[src/rtl/bus_seq.sv]
// Read/write sequencer for the 8-bit multiplexed parallel bus, driving the bidir pad stage.
// One request per SETUP+STROBE+HOLD+3 cycles; req_ready is low for the whole transaction.
module bus_seq #(
  parameter int SETUP  = 1,
  parameter int STROBE = 2,
  parameter int HOLD   = 1
) (
  input  logic       clk,
  input  logic       aclr,
  input  logic       req_valid,
  output logic       req_ready,
  input  logic       req_we,
  input  logic [7:0] req_addr,
  input  logic [7:0] req_wdata,
  output logic       rsp_valid,
  output logic [7:0] rsp_rdata,
  output logic       oe,
  output logic [7:0] out,
  input  logic [7:0] in,
  output logic       ale,
  output logic       cs_n,
  output logic       rd_n,
  output logic       wr_n
);

  localparam logic [3:0] SETUP_M1  = 4'(SETUP - 1);
  localparam logic [3:0] STROBE_M1 = 4'(STROBE - 1);
  localparam logic [3:0] HOLD_M1   = 4'(HOLD - 1);

  typedef enum logic [2:0] {
    S_IDLE, S_ADDR, S_LATCH, S_TURN, S_STRB, S_HOLD
  } state_t;

  state_t     state_q, state_d;
  logic [3:0] cnt_q, cnt_d;
  logic       we_q, we_d;
  logic [7:0] addr_q, addr_d;
  logic [7:0] wdata_q, wdata_d;

  logic       req_ready_q, req_ready_d;
  logic       rsp_valid_q, rsp_valid_d;
  logic [7:0] rsp_rdata_q, rsp_rdata_d;
  logic       oe_q, oe_d;
  logic [7:0] out_q, out_d;
  logic       ale_q, ale_d;
  logic       cs_n_q, cs_n_d;
  logic       rd_n_q, rd_n_d;
  logic       wr_n_q, wr_n_d;
  logic       data_phase;

  always_comb begin
    state_d     = state_q;
    cnt_d       = cnt_q;
    we_d        = we_q;
    addr_d      = addr_q;
    wdata_d     = wdata_q;
    rsp_valid_d = 1'b0;
    rsp_rdata_d = rsp_rdata_q;

    case (state_q)
      S_IDLE: begin
        if (req_valid && req_ready_q) begin
          state_d = S_ADDR;
          cnt_d   = SETUP_M1;
          we_d    = req_we;
          addr_d  = req_addr;
          wdata_d = req_wdata;
        end
      end
      S_ADDR: begin
        if (cnt_q == 4'd0) state_d = S_LATCH;
        else               cnt_d   = cnt_q - 4'd1;
      end
      S_LATCH: state_d = S_TURN;
      S_TURN: begin
        state_d = S_STRB;
        cnt_d   = STROBE_M1;
      end
      S_STRB: begin
        if (cnt_q == 4'd0) begin
          state_d = S_HOLD;
          cnt_d   = HOLD_M1;
          // Pad value is sampled on the edge that ends the strobe, while rd_n is still low.
          if (!we_q) rsp_rdata_d = in;
        end else begin
          cnt_d = cnt_q - 4'd1;
        end
      end
      S_HOLD: begin
        if (cnt_q == 4'd0) begin
          state_d     = S_IDLE;
          rsp_valid_d = !we_q;
        end else begin
          cnt_d = cnt_q - 4'd1;
        end
      end
      default: state_d = S_IDLE;
    endcase

    // Outputs are decoded from the next state so every pin comes straight from a flop.
    data_phase  = (state_d == S_TURN) || (state_d == S_STRB) || (state_d == S_HOLD);
    req_ready_d = (state_d == S_IDLE);
    cs_n_d      = (state_d == S_IDLE);
    ale_d       = (state_d == S_ADDR);
    rd_n_d      = !((state_d == S_STRB) && !we_d);
    wr_n_d      = !((state_d == S_STRB) && we_d);
    if (state_d == S_IDLE) begin
      oe_d  = 1'b1;
      out_d = out_q;
    end else if (data_phase) begin
      oe_d  = !we_d;
      out_d = we_d ? wdata_d : addr_d;
    end else begin
      oe_d  = 1'b0;
      out_d = addr_d;
    end
  end

  always_ff @(posedge clk or posedge aclr) begin
    if (aclr) begin
      state_q     <= S_IDLE;
      cnt_q       <= 4'd0;
      we_q        <= 1'b0;
      addr_q      <= 8'h00;
      wdata_q     <= 8'h00;
      req_ready_q <= 1'b1;
      rsp_valid_q <= 1'b0;
      rsp_rdata_q <= 8'h00;
      oe_q        <= 1'b1;
      out_q       <= 8'h00;
      ale_q       <= 1'b0;
      cs_n_q      <= 1'b1;
      rd_n_q      <= 1'b1;
      wr_n_q      <= 1'b1;
    end else begin
      state_q     <= state_d;
      cnt_q       <= cnt_d;
      we_q        <= we_d;
      addr_q      <= addr_d;
      wdata_q     <= wdata_d;
      req_ready_q <= req_ready_d;
      rsp_valid_q <= rsp_valid_d;
      rsp_rdata_q <= rsp_rdata_d;
      oe_q        <= oe_d;
      out_q       <= out_d;
      ale_q       <= ale_d;
      cs_n_q      <= cs_n_d;
      rd_n_q      <= rd_n_d;
      wr_n_q      <= wr_n_d;
    end
  end

  assign req_ready = req_ready_q;
  assign rsp_valid = rsp_valid_q;
  assign rsp_rdata = rsp_rdata_q;
  assign oe        = oe_q;
  assign out       = out_q;
  assign ale       = ale_q;
  assign cs_n      = cs_n_q;
  assign rd_n      = rd_n_q;
  assign wr_n      = wr_n_q;

endmodule

[config.mk]
export PLATFORM = sky130hd
export DESIGN_NAME = bus_seq
export DESIGN_NICKNAME = d
export VERILOG_FILES = /design/src/rtl/bus_seq.sv
export SDC_FILE = /design/constraint.sdc
export NUM_CORES = 1
export LEC_CHECK = 0
export CORE_ASPECT_RATIO = 0.75
export CORE_MARGIN = 2
export CORE_UTILIZATION = 46
export CTS_CLUSTER_DIAMETER = 150
export CTS_CLUSTER_SIZE = 16
export DETAILED_ROUTE_END_ITERATION = 16
export HOLD_SLACK_MARGIN = 0.02
export PLACE_DENSITY = 0.76
export SLEW_MARGIN = 20
export SYNTH_ARGS = -nofsm -noshare
export SYNTH_HDL_FRONTEND = slang
export SYNTH_SLANG_ARGS = --single-unit
[constraint.sdc]
create_clock -name clk -period 1.7 [get_ports clk]
set_input_delay 0.34 -clock clk [delete_from_list [all_inputs] [get_ports clk]]
set_output_delay 0.34 -clock clk [all_outputs]
set_load 0.1 [all_outputs]
==> results of run 1 <==
sequential cells by signal, summed over array words and instances (netlist names):
name and count:
rd_n 1, ale 1, cnt_q 4, we_q 1, state_q 3, wr_n 1
wdata_q 8, out 8, oe 1, rsp_rdata 8, rsp_valid 1, addr_q 8
cs_n 1
cell type report:
class                           count  share of cell area [%]
Clock buffer                        6                    2.21
Clock inverter                      2                    1.61
Inverter                           14                    1.41
Multi-Input combinational cell    151                    34.2
Sequential cell                    46                    31.1
Tap cell                           60                    2.01
Timing Repair Buffer               83                    27.4
logic make-up after synthesis:
| family | share of synthesized area (%) |
|---|---|
| mux | 3.81 |
| fa+ha+maj | 1.06 |
| simple gates | 17.7 |
| buf+inv | 6.72 |
| flops | 48.9 |
| compound gates | 21.9 |
worst max path at each step:
stage	from	to	slack, ns
finish	state_q[2]$_DFF_PP0_	out[0]$_DFFE_PP0N_	0.02
global route	cnt_q[0]$_DFFE_PP0P_	out[5]$_DFFE_PP0N_	-0.04
CTS	state_q[1]$_DFF_PP0_	rsp_rdata[6]$_DFFE_PP0P_	0.001
detailed placement	req_valid	out[1]$_DFFE_PP0N_	-0.17
global placement	req_valid	out[7]$_DFFE_PP0N_	-0.13
floorplan	cs_n$_DFF_PP1_	out[0]$_DFFE_PP0N_	-0.01
worst max-delay path, stage by stage, from the launching register on:
cell and delay (ns):
dfrtp_1 0.46, nor2b_2 0.20, buf_4 0.20, a21o_1 0.31
a211oi_1 0.35, a21oi_2 0.05
layer usage:
layer | routed length [µm] | GRT usage [%] | vias up
met3 | 329 | 4.37 | 8
li1 | - | - | 949
met4 | 106 | 7.23 | 0
met2 | 2980 | 35.3 | 73
met5 | 0 | 0 | -
met1 | 2640 | 30.8 | 996
through the flow:
stage	setup slack (ns)	hold slack [ns]	TNS (ns)	instance area [µm²]
3_5_place_dp	-0.171	0.455	-1.58	3410
5_1_grt	-0.0413	0.424	-0.209	3730
6_report	0.0179	0.393	0	3730
3_3_place_gp	-0.126	0.449	-1.17	3410
2_1_floorplan	-0.0125	0.437	-0.0499	2450
4_1_cts	0.00116	0.405	0	3640
cells in the mapped netlist, drive strengths merged (2+ instances only):
cell	number
inv	14
nand2b	9
buf	12
ha	2
dfstp	4
and2	3
nor3	4
nand2	35
nor2b	3
mux2	8
o21ai	8
a211oi	17
nor2	4
and3	9
a2111oi	8
dfrtp	42
a21oi	14
clkbuf	4
a21o	10
repair_timing:
action	4_1_cts	5_1_grt
pin swaps	0	6
buffers inserted	0	2
resized for setup	10	14
endpoints found under the setup margin	7	21
==> results.cfg, run 1 <==
[outcome]
status = finished clean

[timing]
max_freq_ghz = 0.595
finalHoldViolCount = 0
tightest_slew_ns = 0.464
fin_crit_ns = 1.68
final.period_utilization_pct = 98.9
slew_headroom_pct = 68.9
setup_viol = 0
maxSlewViolCount = 0
rsz0062_at_grt = yes
fin_skew_ns = 0.00452

[drt]
ant_nets = 0
drc_errors = 0
vias_per_cell = 5.60
dr.pass1.iters = 4
vias = 2026
wl_per_cell_um = 16.7
drt_iter0_markers = 138
routed_wl_um = 6050

[setup_path]
path_class = reg -> reg
r2r_cells = 5
rr_endpoint = out[0]$_DFFE_PP0N_
cp.required_ns = 1.88
start_kind = flip-flop
critPathCaptureType = flip-flop
crit_arrival_ns = 1.86
timing.rr.start = state_q[2]$_DFF_PP0_
worstPathMaxFanout = 8
reg2reg_slack_ns = 0.02

[floorplan]
dieHeight_um = 66.1
die_w_um = 86.8
die_area_um2 = 5740
ioPinCount = 51
initial_core_util_pct = 48.0
fp.coreArea_um2 = 4930
num_rows = 22

[clock_tree]
cts.sinks = 46
root_buffer = clkbuf_8
cts_inserted_buffers = 5
hold_buffers = 0
h-tree-depth = 2
clk_pin_slew_ns = 0.09
cts.path.max_buffers = 2
cts_tree = yes
clk_latency_ns = 0.29

[global_route]
grt_usage_pct = 22.3
gr-total-overflow = 0
antenna_found_initial = 0
grt_pass1_wl_um = 9720
grt_max_degree = 47
first_global_vias = 1972

[synth]
ys_types = 46
syn_avg_cell_area_um2 = 10.4
synth_warnings = 0
yosysTopAreaCellShare_pct = 44.4
synth_largest_area_cell = dfrtp_1
syn_area_um2 = 2360
synth_ff_type = dfrtp_1
synth_enable_flop_cells = 0
ys_top_cells_by_area = dfrtp_1 (44%), a211oi_1 (5.4%), nand2_1 (5.4%)
async_flop_share_pct = 100
syn_inst = 227
yosysSeqAreaShare_pct = 48.9
ys_ff_latch = 46
synth_fp_nets = 257

[final_layout]
drive_gt1_share_pct = 36.4
stdcell_count = 362
postLayoutCoreUtil_pct = 75.7
multi_input_area_um2 = 1270
final_cell_mix = dfrtp_1 (42), nand2_1 (34), buf_4 (28)
seqCellArea_um2 = 1160
final_common_cell = dfrtp_1
syn_to_final_growth_pct = 57.7
n_antenna_cell = 0
fin_nets = 331
fill_cells = 317

[placed_design]
placed_cells = 352
io_buffers = 50
place_congestion = 0.880
dp_hpwl_um = 4090

[worst_hold_path]
hold_class = in -> async

[flow_run]
cap_violations = 0
Power of run 1 is not shown: default switching activity piles up to over one toggle a cycle in this logic, so the estimate is an artifact.
==> run 2: changes to the inputs <==
- clock period: 1.7 -> 1.45 ns (I/O delays scaled with it)
==> run 2 against run 1 <==
Net effect: the flow now finishes with violations (negative setup slack); clock-buffer cell count shrank 1; global-route usage up 0.25 points; final cell count rose by 0.83%; utilization increased by 1.4 points; critical path depth unchanged; register-to-register slack got worse by 0.27 ns; routed wire length up 3.5%; via count up 0.69%; die area unchanged; fmax is 1.1% lower; largest cell class unchanged; highest routed layer unchanged.
==> results.cfg, run 2 (synthesized netlist as in run 1, its figures left out) <==
[setup_path]
cp_slowest_cell = dfrtp_2
path_class = reg -> reg
cp.required_ns = 1.64
worstPathMaxFanout = 8
critPathCaptureType = flip-flop
crit_arrival_ns = 1.89
critPathTopFamily = compound AO/OA/AOI/OAI gates
start_kind = flip-flop
worst-path-buf-inv = 1
slowest_delay_ns = 0.50
path_cells = o21ba_1 -> buf_4 -> a21o_1 -> a211oi_1 -> a21oi_2

[placed_design]
io_buffers = 50
placed_cells = 356
dp_hpwl_um = 4180
place_congestion = 0.835
dp_slack_ns = -0.452

[floorplan]
fp.coreArea_um2 = 4930
initial_core_util_pct = 48.0
die_area_um2 = 5740
dieHeight_um = 66.1
num_rows = 22
die_w_um = 86.8
ioPinCount = 51

[clock_tree]
h-tree-depth = 2
cts_inserted_buffers = 5
clk_pin_slew_ns = 0.09
cts.sinks = 46
root_buffer = clkbuf_8
cts.path.max_buffers = 2
clk_latency_ns = 0.30
cts_tree = yes

[drt]
dr.pass1.iters = 4
drt_iter0_markers = 144
routed_wl_um = 6270
vias = 2040
drc_errors = 0
vias_per_cell = 5.59
ant_nets = 0
wl_per_cell_um = 17.2

[global_route]
antenna_found_initial = 0
first_global_vias = 2023
grt_max_degree = 47
gr-total-overflow = 0
grt_pass1_wl_um = 9920
grt_usage_pct = 22.5

[final_layout]
syn_to_final_growth_pct = 60.5
drive_gt1_share_pct = 42.0
seqCellArea_um2 = 1160
stdcell_count = 365
multi_input_area_um2 = 1340
final_cell_mix = dfrtp_1 (41), nand2_1 (34), clkdlybuf4s50_1 (27), buf_12 (27), buf_4 (26)
fill_cells = 302
fin_nets = 334
final_common_cell = dfrtp_1
n_antenna_cell = 0
postLayoutCoreUtil_pct = 77.0

[timing]
finalHoldViolCount = 0
fin_tns_setup_ns = -4.57
tightest_slew_ns = 0.415
fin_skew_ns = 0.00622
final.period_utilization_pct = 117
max_freq_ghz = 0.588
setup_viol = 37
maxSlewViolCount = 0
fin_crit_ns = 1.70
finalWorstSetupSlack_ns = -0.250
slew_headroom_pct = 72.3
rsz0062_at_grt = yes

[worst_hold_path]
hold_class = in -> async

[outcome]
status = finished, violations left
violations = negative setup slack

[flow_run]
cap_violations = 0
run 2: path summary, 6_finish.rpt:
check	cells after the start	slack, ns	from	endpoint
worst max-delay path	5	-0.25	state_q[0]$_DFF_PP0_	out[2]$_DFFE_PP0N_
min in group clk	2	0.47	wdata_q[2]$_DFF_PP0_	wdata_q[2]$_DFF_PP0_
worst max register to register	5	-0.25	state_q[0]$_DFF_PP0_	out[2]$_DFFE_PP0N_
worst min register to register	2	0.47	wdata_q[2]$_DFF_PP0_	wdata_q[2]$_DFF_PP0_
worst min-delay path	3	0.32	aclr	rsp_rdata[4]$_DFFE_PP0P_
max in group asynchronous	3	0.85	aclr	oe$_DFF_PP1_
run 2: what timing repair did:
action,in CTS,in global routing
gates resized for setup,31,14
pin swaps,4,2
hold buffers,0,0
buffers inserted,0,1
endpoints found under the setup margin,40,41
run 2: layer usage:
metal  vias to the layer above  global-route usage (%)  wire, µm
met5                         -                       0         0
met4                         0                    6.84        43
met3                         4                    5.24       373
met2                        74                    35.7      3150
met1                      1006                    30.8      2700
li1                        956                       -         -
run 2: area by class of cell:
cell class                      instances  area share [%]
Timing Repair Buffer                   86            28.4
Sequential cell                        46            30.6
Tap cell                               60            1.98
Clock buffer                            5            1.81
Multi-Input combinational cell        151            35.3
Inverter                               14            1.38
Clock inverter                          3           0.560
run 2: worst reg2reg max path: stages, from the launching register on:
cell and delay [ns]:
dfrtp_2 0.50, o21ba_1 0.25, buf_4 0.19, a21o_1 0.29
a211oi_1 0.32, a21oi_2 0.05
run 2: per-stage QoR:
step	hold slack [ns]	cell area, µm²
global route	0.360	3800
floorplan	0.402	2470
detailed placement	0.456	3440
global placement	0.448	3440
finish	0.324	3800
CTS	0.334	3710
Power of run 2 is left out for the same reason.
